**config.mk**
```make
export PLATFORM = sky130hd
export DESIGN_NAME = reg_mem_arbiter
export DESIGN_NICKNAME = d
export VERILOG_FILES = /design/src/rtl/reg_mem_ctrl_pkg.sv /design/src/rtl/reg_mem_arbiter_rr_arb2.sv /design/src/rtl/reg_mem_arbiter.sv
export SDC_FILE = /design/constraint.sdc
export NUM_CORES = 1
export LEC_CHECK = 0
export BUFFER_PORTS_ARGS = -buffer_cell sky130_fd_sc_hd__buf_2
export CORE_AREA = 2 2 44 46
export DETAILED_ROUTE_END_ITERATION = 8
export DIE_AREA = 0 0 46 48
export PLACE_DENSITY = 0.74
export SYNTH_ARGS = -nofsm -noshare
export SYNTH_HDL_FRONTEND = slang
export SYNTH_HIERARCHICAL = 1
export SYNTH_SLANG_ARGS = --single-unit
```
**constraint.sdc**
```tcl
create_clock -name clk -period 1.89 [get_ports clk]
set_clock_uncertainty 0.2 [all_clocks]
set_input_delay 0.189 -clock clk [delete_from_list [all_inputs] [get_ports clk]]
set_output_delay 0.189 -clock clk [all_outputs]
set_load 0.005 [all_outputs]
```
**src/rtl/reg_mem_ctrl_pkg.sv**
```systemverilog
// Shared definitions for the reg_mem two-requester arbiter.
// FSM state encodings, requester count and the owner-to-one-hot helper.
package reg_mem_ctrl_pkg;

    localparam int NUM_REQ = 2;

    typedef enum logic [1:0] {
        ST_IDLE  = 2'd0,
        ST_ISSUE = 2'd1,
        ST_RESP  = 2'd2,
        ST_INIT  = 2'd3
    } state_t;

    // Requester index (0/1) to one-hot pulse vector.
    function automatic logic [NUM_REQ-1:0] owner_onehot(input logic owner);
        return {owner, ~owner};
    endfunction

endpackage

```
**src/rtl/reg_mem_arbiter_rr_arb2.sv**
```systemverilog
// Combinational 2-way round-robin grant.
// With a single valid the grant goes to it; with both valid the grant goes
// to the requester that was not served last.
module rr_arb2 (
    input  logic [1:0] valid,
    input  logic       last,
    output logic [1:0] grant
);

    assign grant[0] = valid[0] & (~valid[1] | last);
    assign grant[1] = valid[1] & (~valid[0] | ~last);

endmodule

```
**src/rtl/reg_mem_arbiter.sv**
```systemverilog
// Shares one sync-read reg_mem port between two requesters.
// One transaction at a time, sequenced IDLE -> ISSUE -> RESP -> IDLE.
// Optional macro MEM_INIT_EN: after reset, sweep-clears the memory (INIT
// state, one address per cycle) before accepting any request.
module reg_mem_arbiter #(
    parameter int DATA_WIDTH = 4,
    parameter int ADDR_BITS  = 3
) (
    input  logic                    clk,
    input  logic                    rst_n,
    input  logic [1:0]              req_valid,
    input  logic [1:0]              req_wen,
    input  logic [2*ADDR_BITS-1:0]  req_addr,
    input  logic [2*DATA_WIDTH-1:0] req_wdata,
    output logic [1:0]              req_ready,
    output logic [1:0]              rsp_valid,
    output logic [DATA_WIDTH-1:0]   rsp_rdata,
    output logic                    busy,
    output logic [ADDR_BITS-1:0]    mem_addr,
    output logic [DATA_WIDTH-1:0]   mem_data_in,
    output logic                    mem_wen,
    input  logic [DATA_WIDTH-1:0]   mem_data_out
);
    import reg_mem_ctrl_pkg::*;

`ifdef MEM_INIT_EN
    localparam state_t RESET_STATE = ST_INIT;
`else
    localparam state_t RESET_STATE = ST_IDLE;
`endif

    state_t                  r_state;
    logic [ADDR_BITS-1:0]    r_addr;
    logic [DATA_WIDTH-1:0]   r_wdata;
    logic                    r_wen;
    logic                    r_owner;
    logic                    r_rr_last;
`ifdef MEM_INIT_EN
    logic [ADDR_BITS-1:0]    r_init_addr;
`endif

    logic [NUM_REQ-1:0]      w_grant;
    logic                    w_grant_idx;
    logic [ADDR_BITS-1:0]    w_req_addr  [NUM_REQ];
    logic [DATA_WIDTH-1:0]   w_req_wdata [NUM_REQ];

    // Split the packed request buses into per-requester fields.
    generate
        for (genvar gi = 0; gi < NUM_REQ; gi++) begin : g_unpack
            assign w_req_addr[gi]  = req_addr[gi*ADDR_BITS +: ADDR_BITS];
            assign w_req_wdata[gi] = req_wdata[gi*DATA_WIDTH +: DATA_WIDTH];
        end
    endgenerate

    rr_arb2 u_arb (
        .valid (req_valid),
        .last  (r_rr_last),
        .grant (w_grant)
    );

    // Grant is one-hot, so bit 1 alone identifies the winner.
    assign w_grant_idx = w_grant[1];

    // FSM: capture the granted request in IDLE, then issue and respond.
    always_ff @(posedge clk or negedge rst_n) begin
        if (!rst_n) begin
            r_state   <= RESET_STATE;
            r_addr    <= '0;
            r_wdata   <= '0;
            r_wen     <= 1'b0;
            r_owner   <= 1'b0;
            r_rr_last <= 1'b1;
`ifdef MEM_INIT_EN
            r_init_addr <= '0;
`endif
        end else begin
            case (r_state)
                ST_IDLE: begin
                    if (|req_valid) begin
                        r_addr    <= w_req_addr[w_grant_idx];
                        r_wdata   <= w_req_wdata[w_grant_idx];
                        r_wen     <= req_wen[w_grant_idx];
                        r_owner   <= w_grant_idx;
                        r_rr_last <= w_grant_idx;
                        r_state   <= ST_ISSUE;
                    end
                end
                ST_ISSUE: r_state <= ST_RESP;
                ST_RESP:  r_state <= ST_IDLE;
                ST_INIT: begin
`ifdef MEM_INIT_EN
                    r_init_addr <= r_init_addr + 1'b1;
                    if (r_init_addr == {ADDR_BITS{1'b1}}) begin
                        r_state <= ST_IDLE;
                    end
`else
                    r_state <= ST_IDLE;
`endif
                end
                default: r_state <= ST_IDLE;
            endcase
        end
    end

    // Memory port: captured request, write strobe only during ISSUE.
    always_comb begin
        mem_addr    = r_addr;
        mem_data_in = r_wdata;
        mem_wen     = (r_state == ST_ISSUE) && r_wen;
`ifdef MEM_INIT_EN
        if (r_state == ST_INIT) begin
            mem_addr    = r_init_addr;
            mem_data_in = '0;
            mem_wen     = 1'b1;
        end
`endif
    end

    // Handshake and response outputs decoded from the state register;
    // ready is the only path combinational in the request inputs.
    always_comb begin
        req_ready = (r_state == ST_IDLE) ? w_grant : '0;
        rsp_valid = (r_state == ST_RESP) ? owner_onehot(r_owner) : '0;
        rsp_rdata = (r_state == ST_RESP) ? mem_data_out : '0;
        busy      = (r_state != ST_IDLE);
    end

endmodule
```
==> summary.md, run 1 <==
| Metric | Value |
|---|---|
| Outcome | `complete, no violations` |
| Initial core utilization | `41.3%` |
| Initial antenna violation count | `0` |
| CP Buf/Inv Count | `1` |
| Vias in the first global route | `460` |
| Synth area leaders | `dfrtp_1 39%, mux2_4 34%, and2_1 6.3%, dfstp_2 3.8%, mux2_2 3.2%` |
| Final hold vios | `0` |
| Total wire length | `1280 um` |
| DRT antenna net count | `0` |
| TritonRoute pass-1 iters | `2` |
| Lkg Pwr | `0.519 nW` |
| RePlAce Congestion | `0.616` |
| Num CTS Buffers | `3` |
| Initial detailed-routing violation count | `1` |
| Clk buf depth | `2` |
| Tot Pwr | `1.30 mW` |
| Largest area contributor in the netlist | `dfrtp_1` |
| Clk_lat worst skew | `270 ps` |
| Fin crit period | `1700 ps` |
| Core footprint | `1690 um2` |
| Rows | `15` |
| Arr. time, crit path | `1640 ps` |
| RSZ-0062 raised after global routing | `no` |
| DR DRC count | `0` |
| Max-Cap Viols | `0` |
| CTS tree | `done` |
| WS Path Type | `flop to flop` |
| Die Ht | `48 um` |
| Avg WL per Cell | `11.7 um` |
| Cell depth of the worst setup path | `4` |
| Avg Synthesized Cell Area | `14.2 um2` |
| Hold path depth | `3` |
| H-tree levels | `1` |
| CP startpoint kind | `flop` |
| Synthesis Warnings | `6` |
| Fillers | `151` |
| Synthesized area | `698 um2` |
| Post-synthesis adder-cell area fraction | `0%` |
| First-pass GRT wire length | `1860 um` |
| Mux contribution to synthesized area | `37.6%` |
| Synth Area in XOR/XNOR | `0%` |
| CP Max Fanout | `9` |
| Die extent in x | `46 um` |
| Fin. max-slew vios | `0` |
| Detailed placer's ending HPWL | `1020 um` |
| WP data required | `1840 ps` |
| Fraction of the mapped netlist area in simple logic gates | `10.9%` |
| CP top delay family | `multiplexers` |
| Slowest cell on crit path | `dfstp_2` |
| R2r worst-path depth | `4` |
| Root Driver | `clkbuf_4` |
| FMAX | `589 MHz` |
| Area Overhead vs Synth | `34.2%` |
| Main combinational cell family by area after synthesis | `multiplexers` |
| Synth cell types | `14` |
| Storage element area | `302 um2` |
| Complex-gate fraction of the synthesized area | `3.41%` |
| Commonest non-fill, non-tap cell in the layout | `buf_2` |
| DR vias | `527` |
| Fin crit share | `89.8%` |
| Layout cells sized above 1 | `71.0%` |
| Multi-input gate area | `363 um2` |
| Worst slew pin tran | `365 ps` |
| Port-buffer cells | `40` |
| Pwr Density | `1390 nW/um2` |
| Mapped Cells | `49` |
| GRT Total Usage | `12.3%` |
| Crit path cell chain | `a21boi_1 -> buf_4 -> mux2_4 -> mux2_4` |
| Sequential share of the synthesized area | `43.2%` |
| Sink Count | `12` |
| Clock transition at path regs | `80 ps` |
| Die ar. | `2210 um2` |
| Pin count of the biggest net entering global routing | `13` |
| Syn_nets | `73` |
| Worst hold path type | `primary input to flop` |
| Layout Nets | `118` |
| Flops & latches, synth | `12` |
| Setup_tns | `0 ps` |
| Top-Level Pins | `41` |
| ANT cells | `0` |
| Top-area cell type share of the netlist area | `39.4%` |
| Crit end category | `flop` |
| Commonest cells after routing, fill and taps aside | `40 x buf_2, 16 x mux2_4, 11 x dfrtp_1, 7 x and2_1` |
| Peak supply drop | `0.717 mV` |
| Endpoints failing setup | `0` |
| Via density | `4.79` |
| Congestion Overflow GR | `0` |
| CP dominant cell by count | `mux2_4` |
| Slew headroom | `75.7%` |
| Crit-path max cell delay | `380 ps` |
-- sequential cells by signal, summed over array words and instances (netlist names) --
| name | flops |
|---|---|
| mem_data_in | 4 |
| mem_addr | 3 |
| r_state | 2 |
| r_owner | 1 |
| r_rr_last | 1 |
| r_wen | 1 |
-- repair_timing --
item / CTS / global route
endpoints found under the setup margin: 0 / 0
hold buffers: 1 / 0
resized for setup: 0 / 0
hold endpoints to repair: 12 / 0
buffers inserted: 0 / 0
-- metrics by stage --
step                      setup slack (ps)  cell area (um2)  util (%)  cells  hold slack [ps]
after detailed placement               194              901      53.3    105             -116
after CTS                              198              937      55.5    110             64.5
final                                  192              937      55.5    110             67.3
after floorplan                        217              698         -     49             -307
after global routing                   128              937      55.5    110             60.3
after global placement                 227              901      53.3    105             -123
-- metal layers --
metal | vias up | GRT usage, % | share of wire, %
li1 | 254 | - | -
met1 | 248 | 13.4 | 41
met2 | 23 | 21.4 | 51
met3 | 2 | 3.40 | 6.6
met4 | 0 | 6.86 | 1.0
met5 | - | 0 | 0
-- cell families after synthesis --
| family | after synthesis |
|---|---|
| and+or+nand+nor | 12 |
| DFF | 12 |
| AOI/OAI and AO/OA | 3 |
| muxes | 18 |
| buffers and inverters | 4 |
-- cells in the mapped netlist, drive strengths merged --
| cell type | n |
|---|---|
| a21boi | 2 |
| and2 | 8 |
| buf | 2 |
| dfrtp | 11 |
| dfstp | 1 |
| inv | 2 |
| mux2 | 18 |
| nor2 | 1 |
| nor2b | 3 |
| o21a | 1 |
-- layout make-up --
cell class	count	area share [%]
Clock buffer	4	2.80
Multi-Input combinational cell	33	38.7
Inverter	2	0.801
Sequential cell	12	32.2
Tap cell	17	2.27
Timing Repair Buffer	42	23.2
-- report_power, final --
part	internal [mW]	switching (mW)	total [mW]	leakage [nW]
clock network	0.0815	0.0827	0.164	0.0150
registers	0.397	0.0793	0.477	0.141
logic	0.419	0.242	0.661	0.363
total	0.898	0.404	1.30	0.519
-- path summary, 6_finish.rpt --
path                            slack (ps)                       to              startpoint
worst min register to register         290   r_state[1]$_DFFE_PN0P_  r_state[1]$_DFFE_PN0P_
max in group asynchronous             1090    r_rr_last$_DFFE_PN1P_                   rst_n
worst min-delay path                    70  mem_addr[1]$_DFFE_PN0P_             req_addr[1]
worst max-delay path                   190  mem_addr[2]$_DFFE_PN0P_   r_rr_last$_DFFE_PN1P_
min in group asynchronous              110  mem_addr[1]$_DFFE_PN0P_                   rst_n
worst max register to register         190  mem_addr[2]$_DFFE_PN0P_   r_rr_last$_DFFE_PN1P_
-- worst min-delay path, delay by kind of cell --
kind     cells  cell delay [ps]
mux          2              240
buf+inv      1               70
(Power assumes the default switching activity.)
==> run 2, diff against run 1 <==
--- a/config.mk
+++ b/config.mk
@@ -10,6 +10,7 @@
 export DETAILED_ROUTE_END_ITERATION = 8
 export DIE_AREA = 0 0 46 48
 export PLACE_DENSITY = 0.74
+export RECOVER_POWER = 25
 export SYNTH_ARGS = -nofsm -noshare
 export SYNTH_HDL_FRONTEND = slang
 export SYNTH_HIERARCHICAL = 1
==> run 2 against run 1 <==
Non-clock buffer count did not move; worst hold slack unchanged; clock power is essentially flat; clock-buffer cell count did not move; global-route usage is the same; via count did not move; setup slack did not move; critical endpoint unchanged.
==> summary.md, run 2 (synthesized netlist as in run 1, its figures left out) <==
| Metric | Value |
|---|---|
| Outcome | `complete, no violations` |
| Sink Count | `12 (unchanged)` |
| Pwr Density | `1390 nW/um2 (+0.11%)` |
| Initial detailed-routing violation count | `1 (unchanged)` |
| RSZ-0062 raised after global routing | `no` |
| Initial antenna violation count | `0 (unchanged)` |
| ANT cells | `0 (unchanged)` |
| Layout cells sized above 1 | `69.9% (-1.1 points)` |
| Final WS setup | `192 ps (unchanged)` |
| WP data required | `1840 ps (about the same)` |
| Root Driver | `clkbuf_4` |
| Commonest cells after routing, fill and taps aside | `39 x buf_2, 16 x mux2_4, 11 x dfrtp_1, 7 x and2_1` |
| Area Overhead vs Synth | `34.1%` |
| Total wire length | `1280 um (-0.16%)` |
| Via density | `4.79 (unchanged)` |
| Fillers | `152 (+0.66%)` |
| GRT Total Usage | `12.3% (unchanged)` |
| Max-Cap Viols | `0 (unchanged)` |
| DR DRC count | `0 (unchanged)` |
| Crit end category | `flop` |
| Endpoints failing setup | `0 (unchanged)` |
| First-pass GRT wire length | `1860 um (unchanged)` |
| Port-buffer cells | `40 (unchanged)` |
| Layout Nets | `118 (unchanged)` |
| Rows | `15 (unchanged)` |
| Max reg flops | `4 (unchanged)` |
| Die extent in x | `46 um (unchanged)` |
| Commonest non-fill, non-tap cell in the layout | `buf_2` |
| WS Path Type | `flop to flop` |
| Num CTS Buffers | `3 (unchanged)` |
| CP startpoint kind | `flop` |
| Vias in the first global route | `460 (unchanged)` |
| DRT antenna net count | `0 (unchanged)` |
| Die ar. | `2210 um2 (unchanged)` |
| Setup_tns | `0 ps (unchanged)` |
| Worst slew pin tran | `646 ps (+281 ps)` |
| Top-Level Pins | `41 (unchanged)` |
| Core footprint | `1690 um2 (unchanged)` |
| Clk buf depth | `2 (unchanged)` |
| Peak supply drop | `0.717 mV (about the same)` |
| Pin count of the biggest net entering global routing | `13 (unchanged)` |
| Arr. time, crit path | `1640 ps (about the same)` |
| TritonRoute pass-1 iters | `2 (unchanged)` |
| Detailed placer's ending HPWL | `1020 um (unchanged)` |
| Fin. max-slew vios | `0 (unchanged)` |
| Worst slack at placement | `194 ps (unchanged)` |
| Congestion Overflow GR | `0 (unchanged)` |
| Clock transition at path regs | `80 ps (about the same)` |
| Fin crit share | `89.8% (unchanged)` |
| Final hold vios | `0 (unchanged)` |
| CP Max Fanout | `9 (unchanged)` |
| Lkg Pwr | `0.516 nW (-0.53%)` |
| Avg WL per Cell | `11.7 um (-0.16%)` |
| FMAX | `589 MHz (unchanged)` |
| H-tree levels | `1 (unchanged)` |
| Worst hold path type | `primary input to flop` |
| Slew headroom | `56.9% (-19 points)` |
| Initial core utilization | `41.3% (unchanged)` |
| RePlAce Congestion | `0.616 (unchanged)` |
| DR vias | `527 (unchanged)` |
| Fin crit period | `1700 ps (unchanged)` |
| CTS tree | `done` |
| Die Ht | `48 um (unchanged)` |
| Post-CTS setup buffers | `0 (unchanged)` |
| Clk_lat worst skew | `270 ps (about the same)` |
==> run 2: area by class of cell <==
class | instances | area, um2 | share of cell area, %
multi-input combinational | 33 | 363 | 38.8
tap | 17 | 21.3 | 2.27
clock buffer | 4 | 26.3 | 2.81
inverter | 2 | 7.51 | 0.802
sequential | 12 | 302 | 32.2
timing repair buffer | 42 | 216 | 23.1
==> run 2: timing repair <==
item | 4_1_cts | 5_1_grt
gates resized for setup | 0 | 0
hold buffers | 1 | 0
endpoints found under the hold margin | 12 | 0
==> run 2: final timing paths <==
kind                                        startpoint                    endpoint  slack (ps)  depth (start not counted)
min in group asynchronous                        rst_n     mem_addr[1]$_DFFE_PN0P_         240                          2
worst min register to register  r_state[1]$_DFFE_PN0P_      r_state[1]$_DFFE_PN0P_         290                          1
max in group asynchronous                        rst_n  mem_data_in[3]$_DFFE_PN0P_         820                          2
worst max-delay path             r_rr_last$_DFFE_PN1P_     mem_addr[2]$_DFFE_PN0P_         190                          4
worst max register to register   r_rr_last$_DFFE_PN1P_     mem_addr[2]$_DFFE_PN0P_         190                          4
worst min-delay path                       req_addr[1]     mem_addr[1]$_DFFE_PN0P_          70                          3
==> run 2: metrics by stage <==
stage	cell area [um2]	total power, mW	util (%)	hold WS (ps)	cells
final	936	1.30	55.4	67.3	110
after global routing	936	1.40	55.4	60.3	110
after CTS	937	1.32	55.5	64.5	110
after detailed placement	901	1.15	53.3	-116	105
after global placement	901	1.13	53.3	-123	105
after floorplan	698	0.957	-	-307	49
==> run 2: routing by layer <==
metal,track usage [%],vias to the layer above,wire length [um]
li1,-,254,-
met1,13.4,248,525
met2,21.4,23,657
met3,3.40,2,85
met4,6.86,0,13
met5,0,-,0
==> run 2: worst max-delay path, stage by stage, from the launching register on <==
cell      delay, ps
dfstp_2         380
a21boi_1        210
buf_4           240
mux2_4          310
mux2_4          250
==> run 2: where the power goes <==
part           internal (mW)  switching [mW]  leakage (nW)
Combinational          0.419           0.242         0.360
Sequential             0.397          0.0793         0.141
Clock                 0.0815          0.0827        0.0150
Total                  0.898           0.404         0.516
